### src/rtl/uart_tx_serial.sv
// uart_tx_serial: byte-wide 8N1 serial transmitter with a small input FIFO.
// A rising edge on tx_req queues the byte on data; queued bytes are shifted
// out LSB first on serial_out, back-to-back when the FIFO is not empty.
//
// Ports:
//   dblclk      system clock, all state changes on the rising edge
//   reset       synchronous, active-low
//   data        byte to queue (CPU A in [7:4], B in [3:0])
//   tx_req      TX strobe (level); a push happens on its rising edge
//   serial_out  registered serial line, idles high
//   busy        FIFO non-empty or a frame in progress
//   overflow    sticky, set when a byte is dropped on a full FIFO
//   fifo_count  queued bytes, not counting the one being shifted
module uart_tx_serial #(
  parameter int unsigned CLKS_PER_BIT = 104,
  parameter int unsigned FIFO_AW      = 2
) (
  input  logic               dblclk,
  input  logic               reset,
  input  logic [7:0]         data,
  input  logic               tx_req,
  output logic               serial_out,
  output logic               busy,
  output logic               overflow,
  output logic [FIFO_AW:0]   fifo_count
);

  localparam int unsigned DEPTH = 1 << FIFO_AW;
  localparam int unsigned BW    = (CLKS_PER_BIT > 2) ? $clog2(CLKS_PER_BIT) : 1;
  localparam logic [BW-1:0] BAUD_LAST = BW'(CLKS_PER_BIT - 1);

  typedef enum logic [1:0] {
    IDLE  = 2'd0,
    START = 2'd1,
    DATA  = 2'd2,
    STOP  = 2'd3
  } state_t;

  state_t             state_q, state_d;
  logic [BW-1:0]      baud_q, baud_d;
  logic [2:0]         bit_q, bit_d;
  logic [7:0]         shift_q, shift_d;
  logic               ser_q, ser_d;
  logic               ovf_q, ovf_d;
  logic               tx_req_q, tx_req_d;
  logic [FIFO_AW-1:0] wr_ptr_q, wr_ptr_d;
  logic [FIFO_AW-1:0] rd_ptr_q, rd_ptr_d;
  logic [FIFO_AW:0]   count_q, count_d;
  logic [7:0]         mem_q [DEPTH];

  logic               push_req;
  logic               push_ok;
  logic               pop;
  logic               fifo_empty;
  logic               baud_done;
  logic [7:0]         head;

  always_comb begin
    state_d    = state_q;
    baud_d     = baud_q;
    bit_d      = bit_q;
    shift_d    = shift_q;
    ser_d      = ser_q;
    pop        = 1'b0;
    push_req   = tx_req & ~tx_req_q;
    tx_req_d   = tx_req;
    fifo_empty = (count_q == '0);
    baud_done  = (baud_q == BAUD_LAST);
    head       = mem_q[rd_ptr_q];

    // ser_d always carries the level of the bit period being entered, so the
    // line changes on the same edge as the state.
    case (state_q)
      IDLE: begin
        ser_d = 1'b1;
        if (!fifo_empty) begin
          pop     = 1'b1;
          shift_d = head;
          baud_d  = '0;
          state_d = START;
          ser_d   = 1'b0;
        end
      end
      START: begin
        if (baud_done) begin
          baud_d  = '0;
          bit_d   = '0;
          state_d = DATA;
          ser_d   = shift_q[0];
        end else begin
          baud_d = baud_q + BW'(1);
        end
      end
      DATA: begin
        if (baud_done) begin
          baud_d  = '0;
          shift_d = shift_q >> 1;
          if (bit_q == 3'd7) begin
            state_d = STOP;
            ser_d   = 1'b1;
          end else begin
            bit_d = bit_q + 3'd1;
            ser_d = shift_q[1];
          end
        end else begin
          baud_d = baud_q + BW'(1);
        end
      end
      STOP: begin
        if (baud_done) begin
          baud_d = '0;
          if (!fifo_empty) begin
            pop     = 1'b1;
            shift_d = head;
            state_d = START;
            ser_d   = 1'b0;
          end else begin
            state_d = IDLE;
            ser_d   = 1'b1;
          end
        end else begin
          baud_d = baud_q + BW'(1);
        end
      end
      default: begin
        state_d = IDLE;
        ser_d   = 1'b1;
      end
    endcase

    // A full FIFO still accepts a push when a pop frees the head slot on the
    // same edge; the pop reads the old head before the write lands.
    push_ok  = push_req & (~count_q[FIFO_AW] | pop);
    ovf_d    = ovf_q | (push_req & ~push_ok);
    wr_ptr_d = push_ok ? wr_ptr_q + FIFO_AW'(1) : wr_ptr_q;
    rd_ptr_d = pop ? rd_ptr_q + FIFO_AW'(1) : rd_ptr_q;
    count_d  = count_q;
    case ({push_ok, pop})
      2'b10:   count_d = count_q + (FIFO_AW+1)'(1);
      2'b01:   count_d = count_q - (FIFO_AW+1)'(1);
      default: count_d = count_q;
    endcase
  end

  always_ff @(posedge dblclk) begin
    if (!reset) begin
      state_q  <= IDLE;
      baud_q   <= '0;
      bit_q    <= '0;
      shift_q  <= '0;
      ser_q    <= 1'b1;
      ovf_q    <= 1'b0;
      tx_req_q <= 1'b1;
      wr_ptr_q <= '0;
      rd_ptr_q <= '0;
      count_q  <= '0;
    end else begin
      state_q  <= state_d;
      baud_q   <= baud_d;
      bit_q    <= bit_d;
      shift_q  <= shift_d;
      ser_q    <= ser_d;
      ovf_q    <= ovf_d;
      tx_req_q <= tx_req_d;
      wr_ptr_q <= wr_ptr_d;
      rd_ptr_q <= rd_ptr_d;
      count_q  <= count_d;
    end
  end

  // Storage needs no reset: entries are only read once counted as valid.
  always_ff @(posedge dblclk) begin
    if (reset && push_ok) begin
      mem_q[wr_ptr_q] <= data;
    end
  end

  assign serial_out = ser_q;
  assign overflow   = ovf_q;
  assign fifo_count = count_q;
  assign busy       = (state_q != IDLE) | (count_q != '0);

endmodule

### config.mk
export PLATFORM = sky130hd
export DESIGN_NAME = uart_tx_serial
export DESIGN_NICKNAME = d
export VERILOG_FILES = /design/src/rtl/uart_tx_serial.sv
export SDC_FILE = /design/constraint.sdc
export NUM_CORES = 1
export LEC_CHECK = 0
export ABC_CLOCK_PERIOD_IN_PS = 3200
export BUFFER_PORTS_ARGS = -buffer_cell sky130_fd_sc_hd__buf_2
export CORE_UTILIZATION = 51
export CTS_CLUSTER_DIAMETER = 60
export CTS_CLUSTER_SIZE = 25
export DETAILED_ROUTE_END_ITERATION = 7
export HOLD_SLACK_MARGIN = 0.1
export PLACE_DENSITY = 0.68
export SETUP_SLACK_MARGIN = 0.2
export SLEW_MARGIN = 20
export SYNTH_ARGS = -nofsm -noshare
export SYNTH_HDL_FRONTEND = slang
export SYNTH_SLANG_ARGS = --single-unit
### constraint.sdc
create_clock -name dblclk -period 3.2 [get_ports dblclk]
set_input_delay 0.64 -clock dblclk [delete_from_list [all_inputs] [get_ports dblclk]]
set_output_delay 0.64 -clock dblclk [all_outputs]
set_load 0.005 [all_outputs]
* Yosys cells after proc, flatten, opt, wreduce, memory -nomap -nowiden *
Memories as Yosys holds them, arrays and structs flattened. A register that Yosys moved wholly into a read port is not among the register bits.
Index checks and enable logic that the tools add are counted.

cells by class
  $add $sub $neg = 6
  equality and inequality tests = 13
  multiplexer cells = 32
  bitwise logic cells = 9
  reduce and logical (&&, ||, !) cells = 13

operator list
  cell                   number
  $mux W8                3
  $pmux W8 S3            1
  $mux W2                7
  $mux W7                2
  $pmux W7 S2            1
  $ne A2 B2 Y1 const B   6
  $pmux W3 S2            2
  $mux W1                10
  $mux W3                3
  $pmux W2 S4            1
  $add A7 B1 Y7 const B  1
  $eq A7 B7 Y1 const B   1
  $add A3 B1 Y3 const B  2
  $eq A2 B2 Y1 const B   3
  $reduce_and A3 Y1      2
  $reduce_bool A2 Y1     3
  $reduce_bool A3 Y1     2
  $reduce_and A5 Y1      1
  $add A2 B1 Y2 const B  2
  $eq A2 B1 Y1 const B   2
  $pmux W1 S4            1
  $reduce_and A4 Y1      1
  $and A1 B1 Y1          3
  $eq A3 B3 Y1 const B   1
  8 further kinds        12

storage, ports and cells
  register bits after elaboration = 30
  memory bits (writable) = 32
  input port bits = 11
  logic and storage cells = 84
  memories kept = 1

memory list
  memory  words  bits a word  read ports  clocked after Yosys merged registers in  wr ports  RTL line  source
  mem_q   4      8            1           1                                        1         49        logic [7:0] mem_q [DEPTH];

* Depth between registers and ports, before layout *
Gate-level depths: netlist (run 1).

  depth in word-level cells = 9
  gate-level depth with buffers = 10

* Worst setup path before layout (run 1) *
OpenSTA, ideal clock, no wires.

  path kind = register to register
  start point = reg state_q[0]
  end point = reg count_q[2] (netlist: fifo_count[2])
  arrival time = 2.640 ns
  setup slack = 0.490 ns
  cell stages (with the launch flop) = 11
  path buffers = 0
  cells stage by stage = dfxtp_1 > inv_1 > ha_1 > nor4bb_1 > and3_2 > nor2_1 > ha_1 > fa_1 > xnor2_1 > or3_1 > a21oi_1

on the way
  cells in the longest elaborated chain, start to end = 6

RTL lines
  item                                                      RTL line  source
  from (decl)                                               39        state_t state_q, state_d;
  from (signal assigned)                                    158       state_q <= state_d;
  $eq A2 B2 Y1 / $logic_not A2 Y1 (equally long branches)   73        case (state_q)
  $pmux W1 S2 *                                             73
  $or A1 B1 Y1                                              133       push_ok = push_req & (~count_q[FIFO_AW] | pop);
  $and A1 B1 Y1                                             133
  $eq A2 B1 Y1 / $eq A2 B2 Y1 (equally long branches)       138       case ({push_ok, pop})
  $pmux W3 S2 / $reduce_bool A2 Y1 (equally long branches)  --
  to (signal assigned)                                      167       count_q <= count_d;
  to (decl)                                                 48        logic [FIFO_AW:0] count_q, count_d;

Every way passes the cells marked *; elsewhere a longest branch is shown, timed or not.
A chain may end at the register's enable or synchronous reset.

* Final worst setup path (run 1) *
  start point = reg state_q[1]
  end point = reg count_q[2] (netlist: fifo_count[2])

Same word-level chain as after synthesis.

==> impl_metrics.json, run 1 <==
{
  "insertion_delay_ns": 0.34,
  "dieArea_um2": 6236,
  "cts_made_buffers": 9,
  "worstPathRequired_ns": 3.47,
  "final_common_cell": "edfxtp_1",
  "wire_per_inst_um": 15.21,
  "clock_skew_ns": 0.01217,
  "viasPerCell": 5.631,
  "drt-total-wl_um": 5445,
  "gp_congestion": 0.8514,
  "tritoncts": "yes",
  "cts_sinks": 64,
  "grt_max_degree": 24,
  "crit_path_max_fanout": 5,
  "yosys_warnings": 0,
  "seqCellArea_um2": 1603,
  "cap_violations": 0,
  "cp-end-kind": "register",
  "h-tree-depth": 3,
  "num_rows": 27,
  "synth.distinct_cells": 57,
  "die_w_um": 78.97,
  "min_period_ns": 2.858,
  "grt_first_pass_wirelength_um": 9114,
  "antenna_found_initial": 0,
  "die_h_um": 78.97,
  "grtUsageTotal_pct": 19.63,
  "setup_violations": 0,
  "yosysSeqAreaShare_pct": 53.00,
  "diodes": 0,
  "drcViolationCount": 0,
  "cts_hold_buf": 0,
  "p_leak_nw": 1.246,
  "grt_pass1_vias": 1812,
  "tightest_slew_ns": 0.5143,
  "synth_edf_count": 32,
  "synthArstFlopShare_pct": 0,
  "critPathLaunchType": "register",
  "grt_overflow_total": 0,
  "layout-area-overhead-vs-synth_pct": 12.71,
  "fillers": 465,
  "pin_count": 17,
  "setup_tns_ns": 0,
  "postLayoutCoreUtil_pct": 60.73,
  "p_per_area_nw_per_um2": 827.0,
  "drt_pass1_iterations": 4,
  "ant_nets": 0,
  "port_buffers": 16,
  "worstPathArrival_ns": 3.13,
  "nets": 307,
  "layout_common_cells": "edfxtp_1 (32), dfxtp_1 (31), nand2_1 (24)",
  "fmaxAchievable_mhz": 349.8,
  "final_max_slew_viol_count": 0,
  "multiInputGateArea_um2": 1301,
  "final-hold-violation-count": 0,
  "cts-root-buf": "clkbuf_8",
  "finalCritPeriodShare_pct": 89.33,
  "maxSlewHeadroom_pct": 65.67,
  "status": "complete, no violations",
  "clock_path_buffers": 2,
  "synth_cells": 258,
  "syn_area_per_cell_um2": 11.71,
  "syn_area_um2": 3022,
  "path_class": "reg2reg",
  "hold_class": "reg2reg",
  "post_route_cells_drive_above_1_share_pct": 21.68,
  "place.detailed.hpwl_um": 3750,
  "synth-seq-cells": 64,
  "synth_nets": 284,
  "drtIter0Drc": 155,
  "placeableCoreArea_um2": 5608,
  "peakVddDrop_uv": 391.3,
  "synth_ff_type": "edfxtp_1",
  "start_util_pct": 53.88,
  "rsz0062_at_grt": "no",
  "clk_pin_slew_ns": 0.08,
  "via_count": 2016
}
state kept, by name, summed over array words and instances (netlist names), 2 cells and up, named ones only:
| register | count |
|---|---|
| wr_ptr_q | 2 |
| rd_ptr_q | 2 |
| fifo_count | 3 |
| baud_q | 7 |
| state_q | 2 |
| mem_q | 32 |
| shift_q | 8 |
| bit_q | 3 |
synthesized netlist by cell type (2+ instances only):
cell      instances  area, um^2
a211oi_1          2       15.01
a21oi_1          21       105.1
a311oi_1          7       61.31
a31oi_1           2       12.51
and3_4            2       22.52
buf_6             3       33.78
clkbuf_1          6       22.52
clkinv_1          2       7.510
dfxtp_1          32       640.6
edfxtp_1         32       960.9
ha_1             14       175.2
inv_1            12       45.04
mux2i_1           6       60.06
mux4_2            8       180.2
nand2_1          24       90.09
nand2b_1          6       37.54
nand3_1           8       40.04
nand4_1           2       12.51
nor2_1           10       37.54
nor2b_1           3       18.77
nor3_1            5       25.02
nor4_1            3       18.77
o211ai_1          2       15.01
o21ai_0           9       45.04
or3_1             4       25.02
or3b_2            2       17.52
power breakdown:
group	switching [mW]	leakage, nW	internal [mW]	total [mW]
clock	0.331	0.110	0.446	0.778
combinational	0.537	0.586	0.438	0.976
sequential	0.106	0.550	0.957	1.06
path summary, 6_finish.rpt:
path	from	end	slack, ns	depth (start not counted)
worst max-delay path	state_q[1]	fifo_count[2]	0.34	10
worst min-delay path	overflow	overflow	0.44	2
worst max register to register	state_q[1]	fifo_count[2]	0.34	10
worst min register to register	overflow	overflow	0.44	2
worst max-delay path, stage by stage (launching register included):
cell      delay (ns)
dfxtp_1         0.41
inv_1           0.13
ha_2            0.28
nor4bb_1        0.38
and3_2          0.26
nor2_1          0.09
ha_1            0.26
fa_1            0.39
xnor2_1         0.14
or3_1           0.31
a21oi_1         0.14
routing by layer:
layer / global-route usage, % / part of all wire, % / vias to the layer above
met1: 28.22 / 49 / 945
met2: 27.07 / 45 / 57
li1: - / - / 1010
met5: 0 / 0 / -
met4: 8.727 / 0.86 / 0
met3: 5.977 / 5.1 / 4
timing repair:
| item | 4_1_cts | 5_1_grt |
|---|---|---|
| buffers inserted | 0 | 0 |
| gates resized for setup | 0 | 2 |
| endpoints found under the setup margin | 0 | 1 |
layout make-up:
type	instances	share of cell area (%)
multi-input combinational	169	38.21
clock buffer	9	3.637
sequential	64	47.06
clock inverter	7	3.012
timing repair buffer	23	3.894
tap	72	2.645
inverter	14	1.543
stage by stage:
step / cells / area, um^2 / power (mW) / hold slack [ns] / setup slack [ns]
floorplan: 258 / 3022 / 1.838 / 0.4356 / 0.4898
global placement: 342 / 3176 / 2.044 / 0.4288 / 0.4505
detailed placement: 342 / 3176 / 2.049 / 0.4347 / 0.3431
CTS: 358 / 3402 / 2.834 / 0.4472 / 0.3141
global route: 358 / 3406 / 3.020 / 0.4942 / 0.2100
finish: 358 / 3406 / 2.817 / 0.4423 / 0.3415
cells by family after synthesis:
| kind of cell | count (synthesis) | share of synthesized area [%] |
|---|---|---|
| xor+xnor | 2 | 0.5798 |
| fa+ha+maj | 15 | 6.460 |
| flops | 64 | 53.00 |
| simple gates | 84 | 16.11 |
| mux | 14 | 7.950 |
| buf+inv | 25 | 4.016 |
| compound gates | 54 | 11.88 |
Note: power is estimated with default switching activity, not from simulation.
==> run 2: changes to the inputs <==
--- a/config.mk
+++ b/config.mk
@@ -5,14 +5,15 @@
 export SDC_FILE = /design/constraint.sdc
 export NUM_CORES = 1
 export LEC_CHECK = 0
-export ABC_CLOCK_PERIOD_IN_PS = 3200
+export ABC_CLOCK_PERIOD_IN_PS = 2600
 export BUFFER_PORTS_ARGS = -buffer_cell sky130_fd_sc_hd__buf_2
+export CAP_MARGIN = 20
 export CORE_UTILIZATION = 51
 export CTS_CLUSTER_DIAMETER = 60
 export CTS_CLUSTER_SIZE = 25
 export DETAILED_ROUTE_END_ITERATION = 7
 export HOLD_SLACK_MARGIN = 0.1
-export PLACE_DENSITY = 0.68
+export PLACE_DENSITY = 0.7
 export SETUP_SLACK_MARGIN = 0.2
 export SLEW_MARGIN = 20
 export SYNTH_ARGS = -nofsm -noshare
==> constraint.sdc (replaced) <==
create_clock -name dblclk -period 2.6 [get_ports dblclk]
set_input_delay 0.52 -clock dblclk [delete_from_list [all_inputs] [get_ports dblclk]]
set_output_delay 0.52 -clock dblclk [all_outputs]
set_load 0.005 [all_outputs]
==> run 2 against run 1 <==
  * Largest power group is now combinational cells
  * Flip-flop and latch count stayed put
  * Wire length is 5.0% higher
  * Clock-buffer cell count stayed put
  * Global-route usage is 0.74 points higher
  * Non-clock buffer count is 10 higher
  * Largest cell class unchanged
  * Critical path type unchanged
==> impl_metrics.json, run 2 (same netlist as run 1, synthesis figures left out) <==
{
  "status": "complete, no violations",
  "final_common_cell": "edfxtp_1",
  "grt_first_pass_wirelength_um": 9390,
  "setup_tns_ns": 0,
  "tritoncts": "yes",
  "place.detailed.hpwl_um": 3946,
  "h-tree-depth": 3,
  "tightest_slew_ns": 0.5439,
  "grt_pass1_vias": 1961,
  "seqCellArea_um2": 1609,
  "final-hold-violation-count": 0,
  "wire_per_inst_um": 15.53,
  "insertion_delay_ns": 0.34,
  "placeableCoreArea_um2": 5608,
  "num_rows": 27,
  "nets": 317,
  "die_h_um": 78.97,
  "grtUsageTotal_pct": 20.37,
  "min_delay_path_depth": 1,
  "drt_pass1_iterations": 4,
  "reg_top3": "mem_q (32), shift_q (8), baud_q (7)",
  "cts_made_buffers": 9,
  "dieArea_um2": 6236,
  "hold_class": "in2reg",
  "p_sw_share_pct": 35.85,
  "grt_max_degree": 17,
  "drtIter0Drc": 191,
  "hp-start": "data[0]",
  "clkPwrFrac_pct": 24.4,
  "postLayoutCoreUtil_pct": 63.32,
  "crit_path_max_fanout": 6,
  "cap_violations": 0,
  "largest_register_ffs": 32,
  "largest_register": "mem_q",
  "start_util_pct": 53.88,
  "die_w_um": 78.97,
  "clock_skew_ns": 0.006385,
  "p_sw_mw": 1.277,
  "peakVddDrop_uv": 519.4,
  "fmaxAchievable_mhz": 411.8,
  "p_leak_nw": 1.286,
  "clk_pin_slew_ns": 0.08,
  "fillers": 459,
  "drcViolationCount": 0,
  "layout_common_cells": "edfxtp_1 (32), dfxtp_1 (30), nand2_1 (24)",
  "pin_count": 17,
  "cts_sinks": 64,
  "maxSlewHeadroom_pct": 63.69,
  "multiInputGateArea_um2": 1386,
  "path_class": "reg2reg",
  "cp-end-kind": "register",
  "post_route_cells_drive_above_1_share_pct": 28.38,
  "reg2reg_to": "fifo_count[2]",
  "r2r-start": "state_q[0]",
  "min_period_ns": 2.428,
  "clock_path_buffers": 2,
  "ff2ff_path_depth": 10,
  "gp_congestion": 0.8647,
  "p_comb_share_pct": 38.3,
  "layout-area-overhead-vs-synth_pct": 17.52,
  "antenna_found_initial": 0,
  "p_per_area_nw_per_um2": 1003,
  "setup_violations": 0,
  "hold_end": "mem_q[0][0]",
  "drt-total-wl_um": 5716,
  "seq_power_share_pct": 37.3,
  "ant_nets": 0,
  "cts-root-buf": "clkbuf_8",
  "cts_hold_buf": 0,
  "via_count": 2101,
  "critPathLaunchType": "register",
  "diodes": 0,
  "port_buffers": 16,
  "viasPerCell": 5.709,
  "grt_overflow_total": 0,
  "intPower_mw": 2.285,
  "worstPathArrival_ns": 2.71,
  "rsz0062_at_grt": "yes",
  "finalCritPeriodShare_pct": 93.39,
  "worstPathRequired_ns": 2.88,
  "final_max_slew_viol_count": 0,
  "ff2ff_setup_slack_ns": 0.17
}
[run 2: cell count changes in the layout (fill, tap and decap cells not counted), sizes merged]
| cell | change |
|---|---|
| bufinv | -1 |
| clkinv | -1 |
| buf | +10 |
| clkinvlp | +2 |
[run 2: timing repair]
item,CTS,global route
setup buffers,7,0
gates cloned,0,0
pin swaps,7,3
resized for setup,7,3
endpoints found under the setup margin,1,2
[run 2: worst max-delay path by stage]
stage | end | depth (start not counted) | startpoint | slack (ns)
after floorplan | fifo_count[2] | 10 | state_q[1] | 0.22
after global placement | fifo_count[2] | 10 | state_q[1] | 0.14
after detailed placement | fifo_count[2] | 10 | state_q[1] | 0.09
after CTS | fifo_count[2] | 10 | state_q[0] | 0.18
after global routing | fifo_count[2] | 10 | state_q[0] | 0.09
final | fifo_count[2] | 10 | state_q[0] | 0.17
[run 2: cell type report]
| type | count | share of cell area, % |
|---|---|---|
| timing repair buffer | 33 | 5.849 |
| multi-input combinational | 169 | 39.04 |
| inverter | 14 | 1.550 |
| sequential | 64 | 45.31 |
| tap | 72 | 2.537 |
| clock buffer | 9 | 3.488 |
| clock inverter | 7 | 2.220 |
[run 2: critical path, stage by stage (launching register included)]
cell and delay (ns):
dfxtp_4 0.41, inv_4 0.05, ha_4 0.25, nor4bb_4 0.27, and3_4 0.25, nor2_4 0.04
ha_4 0.17, fa_2 0.35, xnor2_2 0.15, or3_1 0.32, a21oi_2 0.11
[run 2: per-stage QoR]
step | instance area, um^2 | hold slack, ns | setup WS, ns | std cells | total power, mW
floorplan | 3065 | 0.4356 | 0.2159 | 258 | 2.317
global placement | 3242 | 0.4296 | 0.1413 | 345 | 2.587
detailed placement | 3242 | 0.4371 | 0.08737 | 345 | 2.586
CTS | 3531 | 0.3805 | 0.1784 | 368 | 3.543
global route | 3551 | 0.3762 | 0.08533 | 368 | 3.779
finish | 3551 | 0.3934 | 0.1719 | 368 | 3.562
[run 2: layer usage]
metal	GRT usage, %	wire, um	up-vias
met1	28.01	2726	998
li1	-	-	1039
met3	5.517	276	9
met2	30.78	2619	55
met4	7.636	94	0
met5	0	0	-
[run 2: power groups by stage]
stage / Clock [mW] / Sequential (mW) / Combinational (mW)
floorplan: 0 / 1.29 / 1.03
global placement: 0 / 1.34 / 1.25
detailed placement: 0 / 1.34 / 1.24
CTS: 0.878 / 1.32 / 1.34
global route: 0.918 / 1.35 / 1.51
finish: 0.870 / 1.33 / 1.36
